`src/rtl/and_or_arbiter.sv`:
```
// Two-requester arbiter time-sharing one external AND-OR unit: grant, hold U_IN for EVAL_CYCLES edges, sample U_OUT.
// Define AND_OR_ARB_FIXED_PRIO_EN to make requester 0 always win contention (default: round-robin).
module and_or_arbiter #(
  parameter int EVAL_CYCLES = 2
) (
  input  logic       clk,
  input  logic       rst_n,
  input  logic       req0,
  input  logic [3:0] data0,
  input  logic       req1,
  input  logic [3:0] data1,
  output logic       gnt0,
  output logic       gnt1,
  output logic [3:0] u_in,
  input  logic       u_out,
  output logic       res,
  output logic       res_valid,
  output logic       res_id,
  output logic       busy
);

  localparam logic [1:0] IDLE = 2'd0;
  localparam logic [1:0] EVAL = 2'd1;
  localparam logic [1:0] DONE = 2'd2;
  localparam logic [3:0] CNT_INIT = 4'(EVAL_CYCLES - 1);

  logic [1:0] state;
  logic [3:0] cnt;
  logic       owner;
  logic       any_req;
  logic       win;
`ifndef AND_OR_ARB_FIXED_PRIO_EN
  logic       last;
`endif

  always_comb begin
    any_req = req0 | req1;
`ifdef AND_OR_ARB_FIXED_PRIO_EN
    win = ~req0;
`else
    // contention goes to whoever was not served last
    win = (req0 & req1) ? ~last : req1;
`endif
  end

  always_ff @(posedge clk) begin
    if (!rst_n) begin
      state     <= IDLE;
      cnt       <= 4'd0;
      owner     <= 1'b0;
      gnt0      <= 1'b0;
      gnt1      <= 1'b0;
      u_in      <= 4'd0;
      res       <= 1'b0;
      res_id    <= 1'b0;
      res_valid <= 1'b0;
      busy      <= 1'b0;
`ifndef AND_OR_ARB_FIXED_PRIO_EN
      last      <= 1'b1;
`endif
    end else begin
      case (state)
        IDLE: begin
          gnt0      <= 1'b0;
          gnt1      <= 1'b0;
          res_valid <= 1'b0;
          if (any_req) begin
            gnt0  <= ~win;
            gnt1  <= win;
            u_in  <= win ? data1 : data0;
            cnt   <= CNT_INIT;
            owner <= win;
            busy  <= 1'b1;
            state <= EVAL;
`ifndef AND_OR_ARB_FIXED_PRIO_EN
            last  <= win;
`endif
          end
        end
        EVAL: begin
          gnt0 <= 1'b0;
          gnt1 <= 1'b0;
          if (cnt != 4'd0) begin
            cnt <= cnt - 4'd1;
          end else begin
            // the only edge where the unit's output is observed
            res       <= u_out;
            res_id    <= owner;
            res_valid <= 1'b1;
            state     <= DONE;
          end
        end
        DONE: begin
          res_valid <= 1'b0;
          busy      <= 1'b0;
          state     <= IDLE;
        end
        default: begin
          busy  <= 1'b0;
          state <= IDLE;
        end
      endcase
    end
  end

endmodule

```
`config.mk`:
```
export PLATFORM = sky130hd
export DESIGN_NAME = and_or_arbiter
export DESIGN_NICKNAME = d
export VERILOG_FILES = /design/src/rtl/and_or_arbiter.sv
export SDC_FILE = /design/constraint.sdc
export NUM_CORES = 1
export LEC_CHECK = 0
export BUFFER_PORTS_ARGS = -buffer_cell sky130_fd_sc_hd__clkbuf_2
export CAP_MARGIN = 20
export CELL_PAD_IN_SITES_DETAIL_PLACEMENT = 1
export CELL_PAD_IN_SITES_GLOBAL_PLACEMENT = 1
export CORE_ASPECT_RATIO = 0.6
export CORE_MARGIN = 1.5
export CORE_UTILIZATION = 35
export DETAILED_ROUTE_END_ITERATION = 12
export HOLD_SLACK_MARGIN = 0.08
export MAX_ROUTING_LAYER = met4
export PLACE_DENSITY_LB_ADDON = 0.1
export RECOVER_POWER = 25
export SETUP_SLACK_MARGIN = 0.3
export SLEW_MARGIN = 40
export SYNTH_ARGS = -nofsm -noshare
export SYNTH_HDL_FRONTEND = slang
export SYNTH_SLANG_ARGS = --single-unit
export TNS_END_PERCENT = 30
```
`constraint.sdc`:
```
create_clock -name clk -period 1.75 [get_ports clk]
set_clock_uncertainty 0.2 [all_clocks]
set_input_delay 0.175 -clock clk [delete_from_list [all_inputs] [get_ports clk]]
set_output_delay 0.175 -clock clk [all_outputs]
set_load 0.005 [all_outputs]
```
; ---- Yosys cells after proc, flatten, opt, wreduce, memory -nomap -nowiden
; Index checks and enable logic that the tools add are counted.
[totals]
word_cells = 50
inputBits = 13
output_inout_bits = 10
regBits = 18
[classes]
addsub = 1
muxes = 16
reduce_logical = 11
n_bitwise = 6
n_eq_ne = 5
[op_table]
columns = operator, count
row1 = $mux 4, 3
row2 = $reduce_and 2->1, 5
row3 = $pmux 1 s2, 4
row4 = $pmux 4 s2, 1
row5 = $ne 2x2->1 const B, 3
row6 = $mux 1, 5
row7 = $mux 2, 2
row8 = $not 1->1, 4
row9 = $pmux 2 s2, 1
row10 = $reduce_bool 2->1, 2
row11 = $reduce_bool 4->1, 1
row12 = $sub 4x1->4 const B, 1
row13 = $reduce_and 3->1, 1
row14 = $eq 2x1->1 const B, 1
row15 = $eq 2x2->1 const B, 1
row16 = $logic_not 2->1, 1
row17 = $reduce_or 2->1, 1
row18 = $and 1x1->1, 1
row19 = $or 1x1->1, 1

; ---- Logic depth before layout (Yosys ltp)
; Gate-level depths: netlist of the first run.
[depth]
word_depth = 5
mapped_depth = 5
depth_no_buf = 5

; ---- Least setup slack after synthesis of the first run
; No wires, ideal clock.
[synth_timing]
kind = reg-to-reg
startpoint = register cnt[0]
endpoint = register cnt[3]
required_ps = 1480
setup_time_ps = 70
arrival_time_ps = 1342
synth_period_minus_slack_ps = 1612
path_buffers = 0
path_slack_ps = 138
stages_incl_launch_ff = 6
cell_sequence = dfxtp_1 -> inv_1 -> ha_1 -> nor3b_2 -> or4_1 -> a21oi_1
[synth_between]
elab_chain_cells = 3
word_cells_on_any_way = 6
classes_between = add/sub: 1 / eq/ne: 1 / mux: 2 / reduce/logical: 2
[synth_rtl]
columns = item, line_no
row1 = start: declaration, 28  ; logic [3:0] cnt;
row2 = start signal: assignment, 84  ; cnt <= cnt - 4'd1;
row3 = $sub 4x1->4 / $reduce_bool 4->1 (equally long branches), "84, 83"
row4 = $mux 4 / $ne 2x2->1 (equally long branches), --
row5 = $pmux 4 s2 / $reduce_and 3->1 (equally long branches), --
; Several ways; a longest one is shown, not always the timed one. The select of a mux whose other input is x is not followed.
; A chain may end at the register's enable or synchronous reset.

; ---- Worst setup path in the final report of the first run
[layout_timing]
startpoint = register cnt[0]
endpoint = register cnt[0]
; Same word-level chain as after synthesis.

==> metrics.md, run 1 <==
| Metric | Value |
|---|---|
| Result of the run | `finished clean` |
| Detail Placement HPWL | `1.545 mm` |
| Antenna diode count | `0` |
| Power per Cell Area | `approximately 960 nW/um^2` |
| Summed instance area of the synthesized netlist | `just under 800 um^2` |
| Origin of the critical flop-to-flop path | `cnt[0]` |
| Hold_sp | `req1` |
| Leakage power summed over all cells | `0.4849 nW` |
| Max Buffers Root-to-Sink | `2` |
| DIE AREA | `2570 um^2` |
| Unrepaired setup endpoints after global routing | `yes` |
| Number of nets produced by synthesis | `102` |
| Starting density of the core | `36.95%` |
| DRC errors left | `0` |
| WP data arrival | `between 1500 and 2000 ps` |
| Post-synthesis to final-layout area growth | `48.74%` |
| TritonCTS clock tree | `built` |
| Yosys Warn Count | `0` |
| Gp weighted congestion | `around 0.7` |
| Worst Tran Pin Value | `approximately 530 ps` |
| Maximum fanout count along the critical path | `4` |
| Cell with the biggest individual delay on the critical path | `sky130_fd_sc_hd__or3b_4` |
| Family with the most delay on the worst path | `simple AND/OR/NAND/NOR gates` |
| # IOs | `23` |
| Worst-case vdd ir drop | `roughly 0.48 mV` |
| Area of the multi-input gates | `approximately 430 um^2` |
| Number of antenna violations at the first check in global routing | `0` |
| Clk Tree Root Cell | `sky130_fd_sc_hd__clkbuf_8` |
| Share of cells above drive strength 1 | `a little over a third` |
| Clock latency of the later-clocked register in the worst-skew pair | `approximately 260 ps` |
| Total Power | `between 1 and 1.5 mW` |
| Iteration-0 DRC count of the detailed router | `35` |
| TritonCTS buffer count | `3` |
| Final Max Tran Viols | `0` |
| Sequential cell area fraction in the yosys report | `between 40% and 50%` |
| Clk slew on worst S/H paths | `around 70 ps` |
| Setup TNS | `0 ps` |
| Wire length of the first global-routing pass | `3.684 mm` |
| Max_cap viols | `0` |
| Sink Count | `18` |
| DIE WIDTH | `about 64 um` |
| Routed Wire Length | `~2.5 mm` |
| Buffers added on ports | `22` |
| Final Setup Violations | `0` |
| Hold Slack | `183.5 ps` |
| Max incr delay on CP | `roughly 420 ps` |
| Core ar. | `between 2000 and 2500 um^2` |
| Synthesized flop and latch total | `18` |
| Routed vias | `between 800 and 900` |
| Post-route fraction of the period consumed by the critical path | `approximately 90%` |
| Critical path cell sequence | `inv_2, ha_2, or3b_4, a31oi_1, o31a_1` |
| Slew HR | `around 65%` |
| Average wire per cell in the routed design | `around 16 um` |
| Total GRT Usage | `21.13%` |
| Achievable Freq | `627.7 MHz` |
| Avg Cell Area, Syn | `~9.0 um^2` |
| Critical path startpoint | `cnt[0]` |
| Number of library cell types mapped by synthesis | `29` |
| Post-route antenna net violation count | `0` |
| Row Count | `13` |
| Kind of end point of the critical path | `register` |
| Final critical-path required period | `around 1600 ps` |
| Sequential cell area in the final layout | `around 360 um^2` |
| Vertical extent of the die | `39.88 um` |
| Routed vias/inst | `just over 5` |
| Number of fill cells in the layout | `around 260` |
| Required arrival time at the worst endpoint | `roughly 1800 ps` |
| Number of buffers and inverters on the critical path | `1` |
| Internal reg-to-reg setup slack | `160 ps` |
| Number of global-route vias before repair | `about 740` |
| Final nets | `~140` |
| Number of optimization iterations in the first detailed-route pass | `4` |
| Pin count of the biggest net entering global routing | `14` |
| Worst setup path category | `register to register` |
| H-tree lvl count | `1` |
| Worst setup SP type | `register` |
| GRT overflow | `0` |
| Gate count of the mapped netlist | `slightly below 90` |
| Fin. Hold Viols | `0` |
| Worst min-delay path class | `input pin to register` |
cells in the mapped netlist:
cell	count	share of area, %
sky130_fd_sc_hd__dfxtp_1	18	45
sky130_fd_sc_hd__a21oi_1	12	7.6
sky130_fd_sc_hd__o21ai_0	8	5.0
sky130_fd_sc_hd__nor2_1	6	2.8
sky130_fd_sc_hd__inv_1	5	2.4
sky130_fd_sc_hd__nand2_1	4	1.9
sky130_fd_sc_hd__a211oi_1	3	2.8
sky130_fd_sc_hd__mux2i_1	3	3.8
sky130_fd_sc_hd__or3_1	3	2.4
sky130_fd_sc_hd__a31oi_1	2	1.6
sky130_fd_sc_hd__and2b_2	2	2.2
sky130_fd_sc_hd__clkbuf_1	2	0.95
sky130_fd_sc_hd__nand3_1	2	1.3
sky130_fd_sc_hd__o21a_1	2	1.9
sky130_fd_sc_hd__or4_1	2	1.9
sky130_fd_sc_hd__a21boi_2	1	1.4
sky130_fd_sc_hd__a22oi_1	1	0.95
sky130_fd_sc_hd__buf_6	1	1.4
sky130_fd_sc_hd__ha_1	1	1.6
sky130_fd_sc_hd__nand2b_4	1	1.7
sky130_fd_sc_hd__nand4_1	1	0.79
sky130_fd_sc_hd__nor3_1	1	0.63
sky130_fd_sc_hd__nor3b_2	1	1.6
sky130_fd_sc_hd__o2111ai_1	1	1.1
sky130_fd_sc_hd__o221ai_1	1	1.1
sky130_fd_sc_hd__o31a_1	1	1.1
sky130_fd_sc_hd__or2_1	1	0.79
sky130_fd_sc_hd__or2_2	1	0.79
sky130_fd_sc_hd__or3b_2	1	1.1
layout by cell type (no fill, tap or decap), types with 4 or more instances in the layout:
cell type | Yosys | final
sky130_fd_sc_hd__o21ai_0 | 8 | 6
sky130_fd_sc_hd__dfxtp_1 | 18 | 15
sky130_fd_sc_hd__inv_1 | 5 | 4
sky130_fd_sc_hd__a21oi_1 | 12 | 10
sky130_fd_sc_hd__dlygate4sd3_1 | 0 | 13
sky130_fd_sc_hd__nor2_1 | 6 | 6
sky130_fd_sc_hd__nand2_1 | 4 | 4
sky130_fd_sc_hd__buf_4 | 0 | 4
sky130_fd_sc_hd__clkbuf_2 | 0 | 19
sky130_fd_sc_hd__clkbuf_8 | 0 | 4
stage by stage:
step | worst slack (ps) | cell area, um^2 | util [%] | instances
after floorplan | 255.0 | 805.8 | - | 88
after global placement | 208.6 | 964.7 | 44.93 | 141
after detailed placement | 160.9 | 964.7 | 44.93 | 141
after CTS | 161.0 | 1136 | 52.91 | 156
after global routing | 100.3 | 1180 | 54.95 | 159
final | 156.9 | 1180 | 54.95 | 159
registers in the layout, summed over array words and instances (netlist names):
name / cells
cnt: 4
u_in: 4
state: 2
busy: 1
gnt0: 1
gnt1: 1
last: 1
owner: 1
res: 1
res_id: 1
res_valid: 1
worst paths after layout:
kind              endpoint  depth (start not counted)
setup / recovery    cnt[0]                          5
hold reg to reg       gnt1                          2
setup reg to reg    cnt[0]                          5
hold / removal        last                          3
power breakdown:
| group | total (mW) | internal (mW) | switching [mW] |
|---|---|---|---|
| clock | 0.343 | 0.200 | 0.142 |
| combinational | 0.304 | 0.154 | 0.151 |
| sequential | 0.489 | 0.453 | 0.0357 |
| total | 1.14 | 0.807 | 0.329 |
cell type report:
type | instances | area share [%]
Multi-Input combinational cell | 62 | 36.16
Inverter | 5 | 1.591
Timing Repair Buffer | 40 | 23.54
Sequential cell | 18 | 30.86
Clock buffer | 4 | 4.666
Tap cell | 30 | 3.181
cells by family (layout without fill, tap and decap cells):
group | after synthesis | in the layout | share of synthesized area (%)
AO/OA/AOI/OAI | 32 | 32 | 24.61
AND/OR/NAND/NOR | 26 | 26 | 19.87
flip-flops | 18 | 18 | 45.43
buffers and inverters | 8 | 49 | 4.732
multiplexers | 3 | 3 | 3.786
adder cells (fa/ha/maj) | 1 | 1 | 1.577
worst min-delay path, stage by stage:
cell	delay, ps
sky130_fd_sc_hd__clkbuf_2	150
sky130_fd_sc_hd__a21oi_1	100
sky130_fd_sc_hd__o21ai_0	170
layer usage:
layer  share of wire (%)  up-vias  GRT usage, %
li1                    -      404             -
met1                  46      382         25.25
met2                  48       23         35.68
met3                 3.5        8         6.034
met4                 3.2        0         6.383
met5                   0        -             -
repair_timing:
item                                    CTS  global route
buffers inserted                          0             1
endpoints found under the setup margin    7            17
pin swaps                                 1             1
hold buffers                             11             2
endpoints found under the hold margin     9             3
gates resized for setup                   2             9
No activity file was read; power rests on OpenSTA's default activity.
==> inputs of run 2 (changes only) <==
--- a/config.mk
+++ b/config.mk
@@ -11,7 +11,7 @@
 export CELL_PAD_IN_SITES_GLOBAL_PLACEMENT = 1
 export CORE_ASPECT_RATIO = 0.6
 export CORE_MARGIN = 1.5
-export CORE_UTILIZATION = 35
+export CORE_UTILIZATION = 36
 export DETAILED_ROUTE_END_ITERATION = 12
 export HOLD_SLACK_MARGIN = 0.08
 export MAX_ROUTING_LAYER = met4
==> run 2 against run 1 <==
Combinational power shrank 9.9%; via count fell by 2.1%; setup slack lost 7.5 ps; global-route usage rose by 1.4 points; die area shrank 2.6%; count of clock-buffer cells in the layout stayed put; critical endpoint is now cnt[3]; largest cell class unchanged; highest routed layer unchanged.
==> metrics.md, run 2 (synthesized netlist as in run 1, its figures left out) <==
| Metric | Value |
|---|---|
| Result of the run | `finished clean` |
| Endpoint of the lowest-slack register-to-register path | `cnt[3]` |
| WP data arrival | `1590 ps (about the same)` |
| Iteration-0 DRC count of the detailed router | `8 (-77%)` |
| Vertical extent of the die | `39.36 um (-1.3%)` |
| Sink Count | `18 (unchanged)` |
| Detail Placement HPWL | `1.550 mm (+0.32%)` |
| Average wire per cell in the routed design | `15.13 um (-5.5%)` |
| Gp weighted congestion | `0.7508 (+7.4%)` |
| Routed vias | `800 (-2.1%)` |
| Worst min-delay path class | `input pin to register` |
| Max incr delay on CP | `470 ps (+50 ps)` |
| Area of all placed cells without fillers | `1136 um^2 (-3.7%)` |
| Buffers added on ports | `22 (unchanged)` |
| Fin. Hold Viols | `0 (unchanged)` |
| Commonest cells after routing, fill and taps aside | `sky130_fd_sc_hd__clkbuf_2, sky130_fd_sc_hd__dfxtp_1, sky130_fd_sc_hd__a21oi_1, sky130_fd_sc_hd__dlygate4sd3_1, sky130_fd_sc_hd__o21ai_0` |
| Post-route antenna net violation count | `0 (unchanged)` |
| DIE WIDTH | `63.60 um (-1.3%)` |
| Worst setup path category | `register to register` |
| Worst setup SP type | `register` |
| Share of cells above drive strength 1 | `30.65% (-4.2 points)` |
| Maximum fanout count along the critical path | `4 (unchanged)` |
| Total GRT Usage | `22.53% (+1.4 points)` |
| Number of antenna violations at the first check in global routing | `0 (unchanged)` |
| Max Buffers Root-to-Sink | `2 (unchanged)` |
| Setup TNS | `0 ps (unchanged)` |
| Cell with the biggest individual delay on the critical path | `sky130_fd_sc_hd__or4_1` |
| Max_cap viols | `0 (unchanged)` |
| Row Count | `12 (-1)` |
| H-tree lvl count | `1 (unchanged)` |
| Cell count along the critical path | `3 (-2)` |
| Worst-case vdd ir drop | `0.4835 mV (+0.83%)` |
| Number of buffers and inverters on the critical path | `0 (-1)` |
| Worst Tran Pin Value | `410.9 ps (-119.1 ps)` |
| TritonCTS buffer count | `3 (unchanged)` |
| Final critical-path required period | `1601 ps (+7.525 ps)` |
| Leakage power summed over all cells | `0.4570 nW (-5.8%)` |
| Required arrival time at the worst endpoint | `1740 ps (about the same)` |
| Critical path startpoint | `cnt[0]` |
| Power per Cell Area | `968.2 nW/um^2 (+0.55%)` |
| Antenna diode count | `0 (unchanged)` |
| Hold Slack | `128.6 ps (-54.90 ps)` |
| Clk slew on worst S/H paths | `70 ps (about the same)` |
| Worst setup slack after layout | `149.4 ps (-7.525 ps)` |
| Kind of end point of the critical path | `register` |
| Achievable Freq | `624.8 MHz (-0.47%)` |
| GRT overflow | `0 (unchanged)` |
| Standard cell area after detailed placement | `939.7 um^2 (-2.6%)` |
| Number of cells on the worst reg-to-reg path | `3 (-2)` |
| Capturing element of the worst setup path | `cnt[3]` |
| Post-route fraction of the period consumed by the critical path | `91.46% (+0.43 points)` |
| Internal reg-to-reg setup slack | `150 ps (about the same)` |
| Core ar. | `1967 um^2 (-8.4%)` |
| Number of buffers inserted by post-CTS setup repair | `0 (unchanged)` |
| Final Setup Violations | `0 (unchanged)` |
| Post-synthesis to final-layout area growth | `43.22%` |
| Slew HR | `72.57% (+8.0 points)` |
| Worst slack, placed | `172.1 ps (+11.17 ps)` |
| Clock latency of the later-clocked register in the worst-skew pair | `250 ps (about the same)` |
| Most common cell after layout, fill and taps aside | `sky130_fd_sc_hd__clkbuf_2` |
| Routed vias/inst | `5.263 (+2.4%)` |
| Registers with the highest flip-flop counts | `cnt (4), u_in (4), state (2)` |
| Origin of the critical flop-to-flop path | `cnt[0]` |
| # IOs | `23 (unchanged)` |
| TritonCTS clock tree | `built` |
| Clk Tree Root Cell | `sky130_fd_sc_hd__clkbuf_8` |
| Pin count of the biggest net entering global routing | `14 (unchanged)` |
| Number of optimization iterations in the first detailed-route pass | `4 (unchanged)` |
| Critical path cell sequence | `or3_1, or4_1, a21oi_1` |
| Number of global-route vias before repair | `828 (+12%)` |
| Final nets | `139 (-3.5%)` |
| DIE AREA | `2503 um^2 (-2.6%)` |
| Routed Wire Length | `2.299 mm (-9.7%)` |
| Starting density of the core | `40.33% (+3.4 points)` |
| Final non-filler cell total | `152 (-4.4%)` |
| Dpl cells | `136 (-3.5%)` |
| Unrepaired setup endpoints after global routing | `yes` |
| Final Max Tran Viols | `0 (unchanged)` |
| Wire length of the first global-routing pass | `3.905 mm (+6.0%)` |
| Family with the most delay on the worst path | `simple AND/OR/NAND/NOR gates` |
| DRC errors left | `0 (unchanged)` |
-- run 2: worst register-to-register path, cell delays in order, from the launching register on --
cell	delay, ps
sky130_fd_sc_hd__dfxtp_2	340
sky130_fd_sc_hd__or3_1	390
sky130_fd_sc_hd__or4_1	470
sky130_fd_sc_hd__a21oi_1	130
-- run 2: stage by stage --
stage | total power, mW | util, %
6_report | 1.100 | 57.76
5_1_grt | 1.168 | 57.76
4_1_cts | 1.096 | 57.38
3_5_place_dp | 0.7271 | 47.77
3_3_place_gp | 0.7172 | 47.77
2_1_floorplan | 0.6477 | -
-- run 2: area by class of cell --
type	instances	area [um^2]
clock buffer	4	55.05
multi-input combinational	62	432.9
tap	28	35.03
timing repair buffer	35	231.5
inverter	5	18.77
sequential	18	362.8
fill	238	830.8
-- run 2: routing by layer --
layer / track usage (%) / part of all wire [%] / up-vias
li1: - / - / 394
met1: 25.00 / 46 / 386
met2: 42.11 / 49 / 18
met3: 6.322 / 3.9 / 2
met4: 4.891 / 0.83 / 0
met5: - / 0 / -
-- run 2: what timing repair did --
item,4_1_cts,5_1_grt
setup endpoints to repair,12,15
hold buffers,12,0
resized for setup,5,5
endpoints found under the hold margin,9,0
pin swaps,3,0
-- run 2: how the worst min path moves through the flow --
stage,startpoint,to,slack (ps),cells past startpoint
finish,req1,last,130,3
detailed placement,rst_n,last,210,2
global placement,rst_n,last,200,2
global route,req1,last,150,3
floorplan,rst_n,last,50,1
CTS,req1,last,80,3
-- run 2: power by group --
group / switching, mW / internal [mW]
Sequential: 0.0359 / 0.453
Combinational: 0.142 / 0.133
Clock: 0.137 / 0.200
